$ cat config.mk
export PLATFORM = sky130hd
export DESIGN_NAME = muldiv_hilo
export DESIGN_NICKNAME = d
export VERILOG_FILES = /design/src/rtl/muldiv_hilo_pkg.sv /design/src/rtl/muldiv_hilo_div_iter.sv /design/src/rtl/muldiv_hilo.sv
export SDC_FILE = /design/constraint.sdc
export NUM_CORES = 2
export LEC_CHECK = 0
export BUFFER_PORTS_ARGS = -buffer_cell sky130_fd_sc_hd__buf_2
export CAP_MARGIN = 10
export CORE_MARGIN = 3
export CORE_UTILIZATION = 30
export CTS_CLUSTER_DIAMETER = 50
export DETAILED_ROUTE_END_ITERATION = 12
export PLACE_DENSITY_LB_ADDON = 0.05
export SETUP_SLACK_MARGIN = 0.4
export SLEW_MARGIN = 10
export SYNTH_ARGS = -nofsm -noshare
export SYNTH_HDL_FRONTEND = slang
export SYNTH_SLANG_ARGS = --single-unit
$ cat constraint.sdc
create_clock -name clk -period 23.2 [get_ports clk]
set_input_delay 1.16 -clock clk [delete_from_list [all_inputs] [get_ports clk]]
set_output_delay 1.16 -clock clk [all_outputs]
set_load 0.05 [all_outputs]
$ cat src/rtl/muldiv_hilo_pkg.sv
// Shared opcode and FSM state encodings for the HI/LO multiply/divide unit.
package muldiv_hilo_pkg;

  typedef enum logic [2:0] {
    OP_MULT  = 3'd0,
    OP_MULTU = 3'd1,
    OP_DIV   = 3'd2,
    OP_DIVU  = 3'd3,
    OP_MTHI  = 3'd4,
    OP_MTLO  = 3'd5,
    OP_RSV6  = 3'd6,
    OP_RSV7  = 3'd7
  } md_op_e;

  typedef enum logic [1:0] {
    MD_IDLE = 2'd0,
    MD_MUL  = 2'd1,
    MD_DIV  = 2'd2
  } md_state_e;

endpackage

$ cat src/rtl/muldiv_hilo_div_iter.sv
// Unsigned radix-2 restoring divider, one quotient bit per cycle.
// Ports:
//   clk, rst          clock, synchronous active-high reset (control only)
//   start             load dividend/divisor and begin WIDTH iterations
//   abort             drop the division in flight
//   dividend, divisor unsigned operands, sampled on start
//   quotient          unsigned quotient
//   remainder         unsigned remainder
//   valid             high once WIDTH iterations have completed
// A zero divisor needs no special case: every trial subtraction succeeds, so
// the quotient comes out all-ones and the remainder equals the dividend.
module muldiv_hilo_div_iter #(
  parameter int WIDTH = 32
) (
  input  logic             clk,
  input  logic             rst,
  input  logic             start,
  input  logic             abort,
  input  logic [WIDTH-1:0] dividend,
  input  logic [WIDTH-1:0] divisor,
  output logic [WIDTH-1:0] quotient,
  output logic [WIDTH-1:0] remainder,
  output logic             valid
);

  localparam int CW = $clog2(WIDTH + 1);

  logic          running;
  logic [CW-1:0] cnt;
  logic [WIDTH-1:0] rem_r, quo_r, dsr_r;
  logic [WIDTH:0]   rem_shift;
  logic [WIDTH-1:0] rem_sub;
  logic             fits;

  // Trial subtraction: bring down the next dividend bit and compare.
  always_comb begin
    rem_shift = {rem_r, quo_r[WIDTH-1]};
    fits      = (rem_shift >= {1'b0, dsr_r});
    rem_sub   = rem_shift[WIDTH-1:0] - dsr_r;
  end

  always_ff @(posedge clk) begin
    if (rst) begin
      running <= 1'b0;
      cnt     <= '0;
    end else if (start) begin
      running <= 1'b1;
      cnt     <= CW'(WIDTH);
    end else if (abort) begin
      running <= 1'b0;
    end else if (running) begin
      if (cnt != '0) cnt <= cnt - CW'(1);
      else           running <= 1'b0;
    end
  end

  // Quotient bits shift in where dividend bits shift out.
  always_ff @(posedge clk) begin
    if (start) begin
      rem_r <= '0;
      quo_r <= dividend;
      dsr_r <= divisor;
    end else if (running && cnt != '0) begin
      rem_r <= fits ? rem_sub : rem_shift[WIDTH-1:0];
      quo_r <= {quo_r[WIDTH-2:0], fits};
    end
  end

  assign quotient  = quo_r;
  assign remainder = rem_r;
  assign valid     = running && (cnt == '0);

endmodule

$ cat src/rtl/muldiv_hilo.sv
// Multi-cycle multiply/divide unit owning the architectural HI/LO registers.
// Ports:
//   clk, rst      clock, synchronous active-high reset
//   start, op     request and opcode (MULT/MULTU/DIV/DIVU/MTHI/MTLO, 6/7 no-op)
//   a, b          operands, latched when the request is accepted
//   cancel        aborts any operation in flight and blocks a same-cycle start
//   ready, busy   handshake status (ready = !busy)
//   done          one-cycle completion pulse, HI/LO already updated
//   hi, lo        HI/LO registers
module muldiv_hilo
  import muldiv_hilo_pkg::*;
#(
  parameter int WIDTH      = 32,
  parameter int MUL_CYCLES = 2
) (
  input  logic             clk,
  input  logic             rst,
  input  logic             start,
  input  logic [2:0]       op,
  input  logic [WIDTH-1:0] a,
  input  logic [WIDTH-1:0] b,
  input  logic             cancel,
  output logic             ready,
  output logic             busy,
  output logic             done,
  output logic [WIDTH-1:0] hi,
  output logic [WIDTH-1:0] lo
);

  localparam int CNT_W = $clog2(MUL_CYCLES + 1);

  function automatic logic [WIDTH-1:0] magnitude(input logic [WIDTH-1:0] v,
                                                 input logic is_sgn);
    return (is_sgn && v[WIDTH-1]) ? (~v + WIDTH'(1)) : v;
  endfunction

  function automatic logic [WIDTH-1:0] apply_sign(input logic [WIDTH-1:0] v,
                                                  input logic neg);
    return neg ? (~v + WIDTH'(1)) : v;
  endfunction

  md_state_e          state;
  md_op_e             op_e;
  logic [CNT_W-1:0]   mul_cnt;
  logic               accept, is_signed, is_div, div_start;
  logic signed [2*WIDTH-1:0] a_ext, b_ext;
  logic [2*WIDTH-1:0] product;
  logic [2*WIDTH-1:0] prod_p0;
  logic               q_neg_p0, r_neg_p0, div_zero_p0;
  logic [WIDTH-1:0]   a_p0;
  logic [WIDTH-1:0]   div_q, div_r;
  logic               div_valid;

  assign busy   = (state != MD_IDLE);
  assign ready  = !busy;
  assign op_e   = md_op_e'(op);
  assign accept = start && !busy && !cancel;

  // Operand conditioning: sign/zero extend to 2*WIDTH so a single truncated
  // multiply serves both signed and unsigned products.
  always_comb begin
    is_signed = (op_e == OP_MULT) || (op_e == OP_DIV);
    is_div    = (op_e == OP_DIV) || (op_e == OP_DIVU);
    div_start = accept && is_div;
    a_ext     = is_signed ? {{WIDTH{a[WIDTH-1]}}, a} : {{WIDTH{1'b0}}, a};
    b_ext     = is_signed ? {{WIDTH{b[WIDTH-1]}}, b} : {{WIDTH{1'b0}}, b};
    product   = a_ext * b_ext;
  end

  // ---- accept edge: capture product and divide sign/zero context ----
  always_ff @(posedge clk) begin
    if (accept) begin
      prod_p0     <= product;
      q_neg_p0    <= is_signed && (a[WIDTH-1] ^ b[WIDTH-1]);
      r_neg_p0    <= is_signed && a[WIDTH-1];
      div_zero_p0 <= (b == '0);
      a_p0        <= a;
    end
  end

  muldiv_hilo_div_iter #(.WIDTH(WIDTH)) u_div (
    .clk       (clk),
    .rst       (rst),
    .start     (div_start),
    .abort     (cancel),
    .dividend  (magnitude(a, is_signed)),
    .divisor   (magnitude(b, is_signed)),
    .quotient  (div_q),
    .remainder (div_r),
    .valid     (div_valid)
  );

  // ---- completion edge: FSM, HI/LO write and done pulse ----
  always_ff @(posedge clk) begin
    if (rst) begin
      state   <= MD_IDLE;
      mul_cnt <= '0;
      done    <= 1'b0;
      hi      <= '0;
      lo      <= '0;
    end else begin
      done <= 1'b0;
      case (state)
        MD_IDLE: begin
          if (accept) begin
            case (op_e)
              OP_MULT, OP_MULTU: begin
                state   <= MD_MUL;
                mul_cnt <= CNT_W'(MUL_CYCLES - 1);
              end
              OP_DIV, OP_DIVU: state <= MD_DIV;
              OP_MTHI:         hi <= a;
              OP_MTLO:         lo <= a;
              default:         ;
            endcase
          end
        end
        MD_MUL: begin
          if (cancel) begin
            state <= MD_IDLE;
          end else if (mul_cnt == '0) begin
            {hi, lo} <= prod_p0;
            done     <= 1'b1;
            state    <= MD_IDLE;
          end else begin
            mul_cnt <= mul_cnt - CNT_W'(1);
          end
        end
        MD_DIV: begin
          if (cancel) begin
            state <= MD_IDLE;
          end else if (div_valid) begin
            // Divide by zero reports the original (signed) dividend, not its magnitude.
            if (div_zero_p0) begin
              lo <= '1;
              hi <= a_p0;
            end else begin
              lo <= apply_sign(div_q, q_neg_p0);
              hi <= apply_sign(div_r, r_neg_p0);
            end
            done  <= 1'b1;
            state <= MD_IDLE;
          end
        end
        default: state <= MD_IDLE;
      endcase
    end
  end

endmodule

# After elaboration in Yosys (flattened, before gate mapping)
# Index checks and enable logic that the tools add are counted.
# Widths: inputs -> output; s select.
[totals]
mem_bits_ro = 0
ram_bits = 0
out_inout_bits = 67
latch_bits = 0
n_memories = 0
in_bits = 71
ff_bits = 271
[op_classes]
n_addsub = 7
n_lt_le_gt_ge = 1
div = 0
eq_ne = 20
muxes = 50
bitwise = 6
n_shift = 0
n_mul = 1
reduce_logical = 33
[op_table]
columns = ["op", "n"]
rows = [
  ["$mux 32", 21],
  ["$pmux 32 s3", 2],
  ["$add 32x1->32 const B", 4],
  ["$mux 64", 2],
  ["$not 32->32", 4],
  ["$mul 64x64->64", 1],
  ["$ge 33x32->1", 1],
  ["$logic_not 32->1", 1],
  ["$sub 32x32->32", 1],
  ["$mux 6", 4],
  ["$mux 2", 9],
  ["$reduce_and 7->1", 2],
  ["$ne 2x2->1 const B", 6],
  ["$reduce_bool 2->1", 5],
  ["$logic_and 1x1->1", 8],
  ["$mux 1", 8],
  ["$ne 2x1->1 const B", 4],
  ["$pmux 2 s2", 2],
  ["$eq 3x2->1 const B", 2],
  ["$eq 3x3->1 const B", 2],
  ["$logic_not 6->1", 1],
  ["$ne 3x3->1 const B", 2],
  ["$pmux 2 s3", 1],
  ["$reduce_and 3->1", 2],
  ["18 further kinds", 23],
]

# Longest topological paths before layout
[depth]
word_depth = 7
depth_mapped = 35
ltp_nobuf = 32

# Hierarchy
# A second synthesis with hierarchy kept.
[hier_totals]
hier_cells = 6914
area_unflattened_um2 = 64058.9
[modules_own_cells]
columns = ["mod", "cells_per_inst", "area_per_inst_um2", "n_inst"]
rows = [
  ["muldiv_hilo", 6253, 57669.1, 1],
  ["muldiv_hilo_div_iter", 661, 6389.9, 1],
]

# Worst setup path after synthesis
# No wires, ideal clock.
[synth_timing]
path_kind = "flip-flop to flip-flop"
startpoint = "register state[0]"
endpoint = "register u_div.quo_r[1], in the netlist u_div.quotient[1], data pin"
required_time_ns = 22.875
stages_incl_launch_ff = 9
synth_period_minus_slack_ns = 12.066
slack_ns = 11.134
arrival_time_ns = 11.741
setup_time_ns = 0.325
cell_sequence = "dfxtp_1 > inv_1 > ha_1 > inv_1 > nor3b_1 > nand2_1 > clkinv_1 > clkbuf_1 > a31oi_1"
[synth_between]
elab_chain_cells = 6
[synth_rtl]
columns = ["item", "line", "rtl"]
rows = [
  ["start: declaration", "muldiv_hilo.sv:42", "md_state_e state;"],
  ["start signal: assignment", "muldiv_hilo.sv:96", "state <= MD_IDLE;"],
  ["start signal: assignment", "muldiv_hilo.sv:108", "state <= MD_MUL;"],
  ["start signal: assignment", "muldiv_hilo.sv:111", "OP_DIV, OP_DIVU: state <= MD_DIV;"],
  ["$reduce_bool 2->1", "muldiv_hilo.sv:54", "assign busy = (state != MD_IDLE);"],
  ["$logic_not 1->1", "--", ""],
  ["net ready", "muldiv_hilo.sv:23", "output logic ready,"],
  ["$logic_and 1x1->1 (2 in series)", "muldiv_hilo.sv:57", "assign accept = start && !busy && !cancel;"],
  ["net accept", "muldiv_hilo.sv:45", "logic accept, is_signed, is_div, div_start;"],
  ["$logic_and 1x1->1", "muldiv_hilo.sv:64", "div_start = accept && is_div;"],
  ["net div_start", "muldiv_hilo.sv:45", ""],
  ["$mux 32", "muldiv_hilo_div_iter.sv:59", "if (start) begin"],
  ["end signal: assignment", "muldiv_hilo_div_iter.sv:61", "quo_r <= dividend;"],
  ["end signal: assignment", "muldiv_hilo_div_iter.sv:65", "quo_r <= {quo_r[WIDTH-2:0], fits};"],
  ["end: declaration", "muldiv_hilo_div_iter.sv:30", "logic [WIDTH-1:0] rem_r, quo_r, dsr_r;"],
]
# The timed path passes the listed nets, and every way through them passes these cells.
# A chain may end at the register's enable or synchronous reset.

# Final worst setup path
[layout_timing]
startpoint = "input port op[2]"
endpoint = "register prod_p0[60], data pin"
[layout_between]
elab_chain_cells = 4
word_cells_on_any_way = 6
cone_classes = "1 x mul; 1 x eq/ne; 2 x mux; 2 x reduce/logical"
[layout_rtl]
columns = ["item", "line", "rtl"]
rows = [
  ["start: declaration", "muldiv_hilo.sv:19", "input logic [2:0] op,"],
  ["$eq 3x2->1 or $logic_not 3->1 (tied branches)", "muldiv_hilo.sv:62", "is_signed = (op_e == OP_MULT) || (op_e == OP_DIV);"],
  ["$logic_or 1x1->1 *", "muldiv_hilo.sv:62", ""],
  ["$mux 64 (on tied branches)", "muldiv_hilo.sv:65, muldiv_hilo.sv:66", ""],
  ["$mul 64x64->64 *", "muldiv_hilo.sv:67", "product = a_ext * b_ext;"],
  ["net product[60]", "muldiv_hilo.sv:47", "logic [2*WIDTH-1:0] product;"],
  ["end signal: assignment", "muldiv_hilo.sv:73", "prod_p0 <= product;"],
  ["end: declaration", "muldiv_hilo.sv:48", "logic [2*WIDTH-1:0] prod_p0;"],
]
# Mark *: on every way through the listed nets, which the timed path passes. The rest lies on a longest branch.

==> flow_metrics.py <==
metrics = {
    "clock_tree": {
        "cts_setup_buffers": 0,
        "cts_resized": 0,
        "cts-htree-levels": 2,
        "hold_buffers": 0,
        "cts_tree": "done",
        "cts.clk_slew.worst_paths_ps": 60,
        "cts.path.max_buffers": 3,
        "cts.sinks": 271,
        "clock-root-buffer": "clkbuf_16",
        "worstSkewPairLatency_ps": 570,
        "numCtsBuffers": 37,
    },
    "cells_and_area": {
        "final_cell_mix": "inv_1, fa_1, nand2_1, and2_1, ha_1",
        "num-nets-final": 8599,
        "drive_gt1_share_pct": 5.32,
        "fillers": 21884,
        "mostFrequentLayoutCell": "inv_1",
        "seqCellArea_um2": 7060,
        "syn2layout_area_growth_pct": 7.94,
        "multiInputGateArea_um2": 48700,
    },
    "placement": {
        "place_congestion": 0.906,
        "port_buffers": 137,
        "dpl.hpwl_um": 195000,
    },
    "grt": {
        "grt_max_degree": 97,
        "first_global_vias": 49663,
        "track_usage_pct": 22.5,
        "antenna_found_initial": 33,
        "grt_pass1_wl_um": 355000,
        "overflow": 0,
    },
    "route": {
        "vias": 45712,
        "first_pass_iters": 5,
        "post_drt_via_cell_ratio": 4.79,
        "wl_um": 240000,
        "wl_per_cell_um": 25.2,
        "ant_nets": 0,
        "drt_iter0_markers": 2982,
        "drc": 0,
    },
    "logic_synthesis": {
        "netlist_instances": 6800,
        "ys_types": 85,
        "avgSynthCellArea_um2": 9.27,
        "ys_seq_area_share_pct": 11.2,
        "synth-edff-count": 163,
        "ys_async_sr_fraction_pct": 0,
        "synth_seq_cells": 271,
        "ys.flop_type": "edfxtp_1",
        "ys_warn_count": 0,
        "syn_area_um2": 63000,
        "syn_nets": 8685,
    },
    "outcome": {
        "status": "finished clean",
    },
    "floorplan": {
        "die_area_um2": 216000,
        "die_height_um": 464,
        "ios": 138,
        "initial_core_util_pct": 30.3,
        "dieWidth_um": 464,
        "core.rowCount": 167,
        "core_area_um2": 208000,
    },
    "setup_path": {
        "worstSetupPathType": "in2reg",
        "required_ps": 23520,
        "cp-end-kind": "register",
        "crit_slowest_cell": "fa_1",
        "path_max_fanout": 25,
        "cp.arrival_ps": 11570,
        "slowest_delay_ps": 1060,
        "crit_top_cell": "fa_1",
        "critPathLaunchType": "input pin",
    },
    "min_path": {
        "hold_path_class": "reg2reg",
    },
    "timing": {
        "tightest_slew_ps": 1200,
        "max_freq_mhz": 88.9,
        "rsz0062_at_grt": "no",
        "final_max_slew_viol_count": 0,
        "hold_viol_final": 0,
        "fin_crit_ps": 11250,
        "skew_ps": 17.8,
        "fin_crit_sh_pct": 48.5,
        "setup_viol": 0,
        "relSlewSlack_pct": 20.1,
        "setup_tns_ps": 0,
    },
    "run": {
        "maxCapViolCount": 0,
    },
}
==> worst max-delay path, delay by kind of cell <==
| kind | cells | cell delay (ps) |
|---|---|---|
| XOR/XNOR | 1 | 160 |
| adder cells (fa/ha/maj) | 11 | 6360 |
| AND/OR/NAND/NOR | 6 | 1110 |
| buffers and inverters | 10 | 1490 |
| AO/OA/AOI/OAI | 4 | 1230 |
==> worst paths after layout <==
| check | start | endpoint | slack, ps | depth (start not counted) |
|---|---|---|---|---|
| hold / removal | hi[26]$_SDFFE_PP0P_ | hi[26]$_SDFFE_PP0P_ | 450 | 2 |
| setup / recovery | op[2] | prod_p0[60]$_DFFE_PP_ | 11950 | 32 |
| hold reg to reg | hi[26]$_SDFFE_PP0P_ | hi[26]$_SDFFE_PP0P_ | 450 | 2 |
| setup reg to reg | u_div.quotient[31]$_DFFE_PP_ | u_div.remainder[30]$_SDFFE_PP0P_ | 19410 | 13 |
==> through the flow <==
stage | area [µm²] | worst slack (ps) | hold WS, ps | util (%) | std cells
final | 68000 | 11950 | 454 | 32.7 | 9535
after global routing | 68000 | 11390 | 480 | 32.7 | 9531
after CTS | 68000 | 11870 | 460 | 32.7 | 9530
after detailed placement | 66700 | 11290 | 451 | 32.0 | 9463
after global placement | 66700 | 11360 | 446 | 32.0 | 9463
after floorplan | 63000 | 11130 | 457 | - | 6800
==> flip-flops by register name, indices dropped and copies added (netlist names), 2 cells and up <==
| register | flops |
|---|---|
| a_p0 | 32 |
| mul_cnt | 2 |
| lo | 32 |
| u_div.cnt | 6 |
| u_div.quotient | 32 |
| u_div.remainder | 32 |
| prod_p0 | 64 |
| u_div.dsr_r | 32 |
| state | 2 |
| hi | 32 |
==> cells in the mapped netlist, drive strengths merged (16+ instances only) <==
cell type,number,share of area [%]
a211oi,28,0.34
a21o,42,0.50
a21oi,181,1.5
a311oi,50,0.69
and2,397,3.9
and3,33,0.33
buf,59,0.36
clkbuf,311,1.9
dfxtp,108,3.4
edfxtp,163,7.8
fa,1422,45
ha,392,7.8
inv,1594,9.5
mux2i,25,0.40
nand2,934,5.6
nand2b,20,0.20
nand3,32,0.25
nand4,17,0.17
nor2,216,1.3
nor2b,16,0.16
nor3,47,0.40
nor4,16,0.19
o21ai,197,1.6
o21bai,17,0.20
o31ai,30,0.37
o41ai,17,0.27
or3,16,0.16
xnor2,189,2.6
xor2,78,1.1
==> routing by layer <==
metal | vias up | wire (µm) | global-route usage [%]
met5 | - | 0 | 0
met4 | 0 | 3910 | 3.34
met3 | 151 | 11100 | 2.12
met2 | 1089 | 107000 | 35.3
met1 | 24277 | 119000 | 34.1
li1 | 20195 | - | -
==> area by class of cell <==
type / count / share of cell area (%)
Sequential cell: 271 / 10.4
Multi-Input combinational cell: 4564 / 71.5
Clock inverter: 20 / 0.432
Inverter: 1595 / 8.80
Timing Repair Buffer: 245 / 2.20
Tap cell: 2788 / 5.13
Clock buffer: 47 / 1.54
Antenna cell: 5 / 0.0184
==> cell families after synthesis <==
| group | share of synthesized area (%) |
|---|---|
| AOI/OAI and AO/OA | 6.71 |
| adders and majority gates | 53.0 |
| DFF | 11.2 |
| muxes | 0.468 |
| xor gates and xnor gates | 3.71 |
| and+or+nand+nor | 13.2 |
| buffers and inverters | 11.7 |
Power is not shown: default switching activity piles up to over one toggle a cycle in this logic, so the estimate is an artifact.
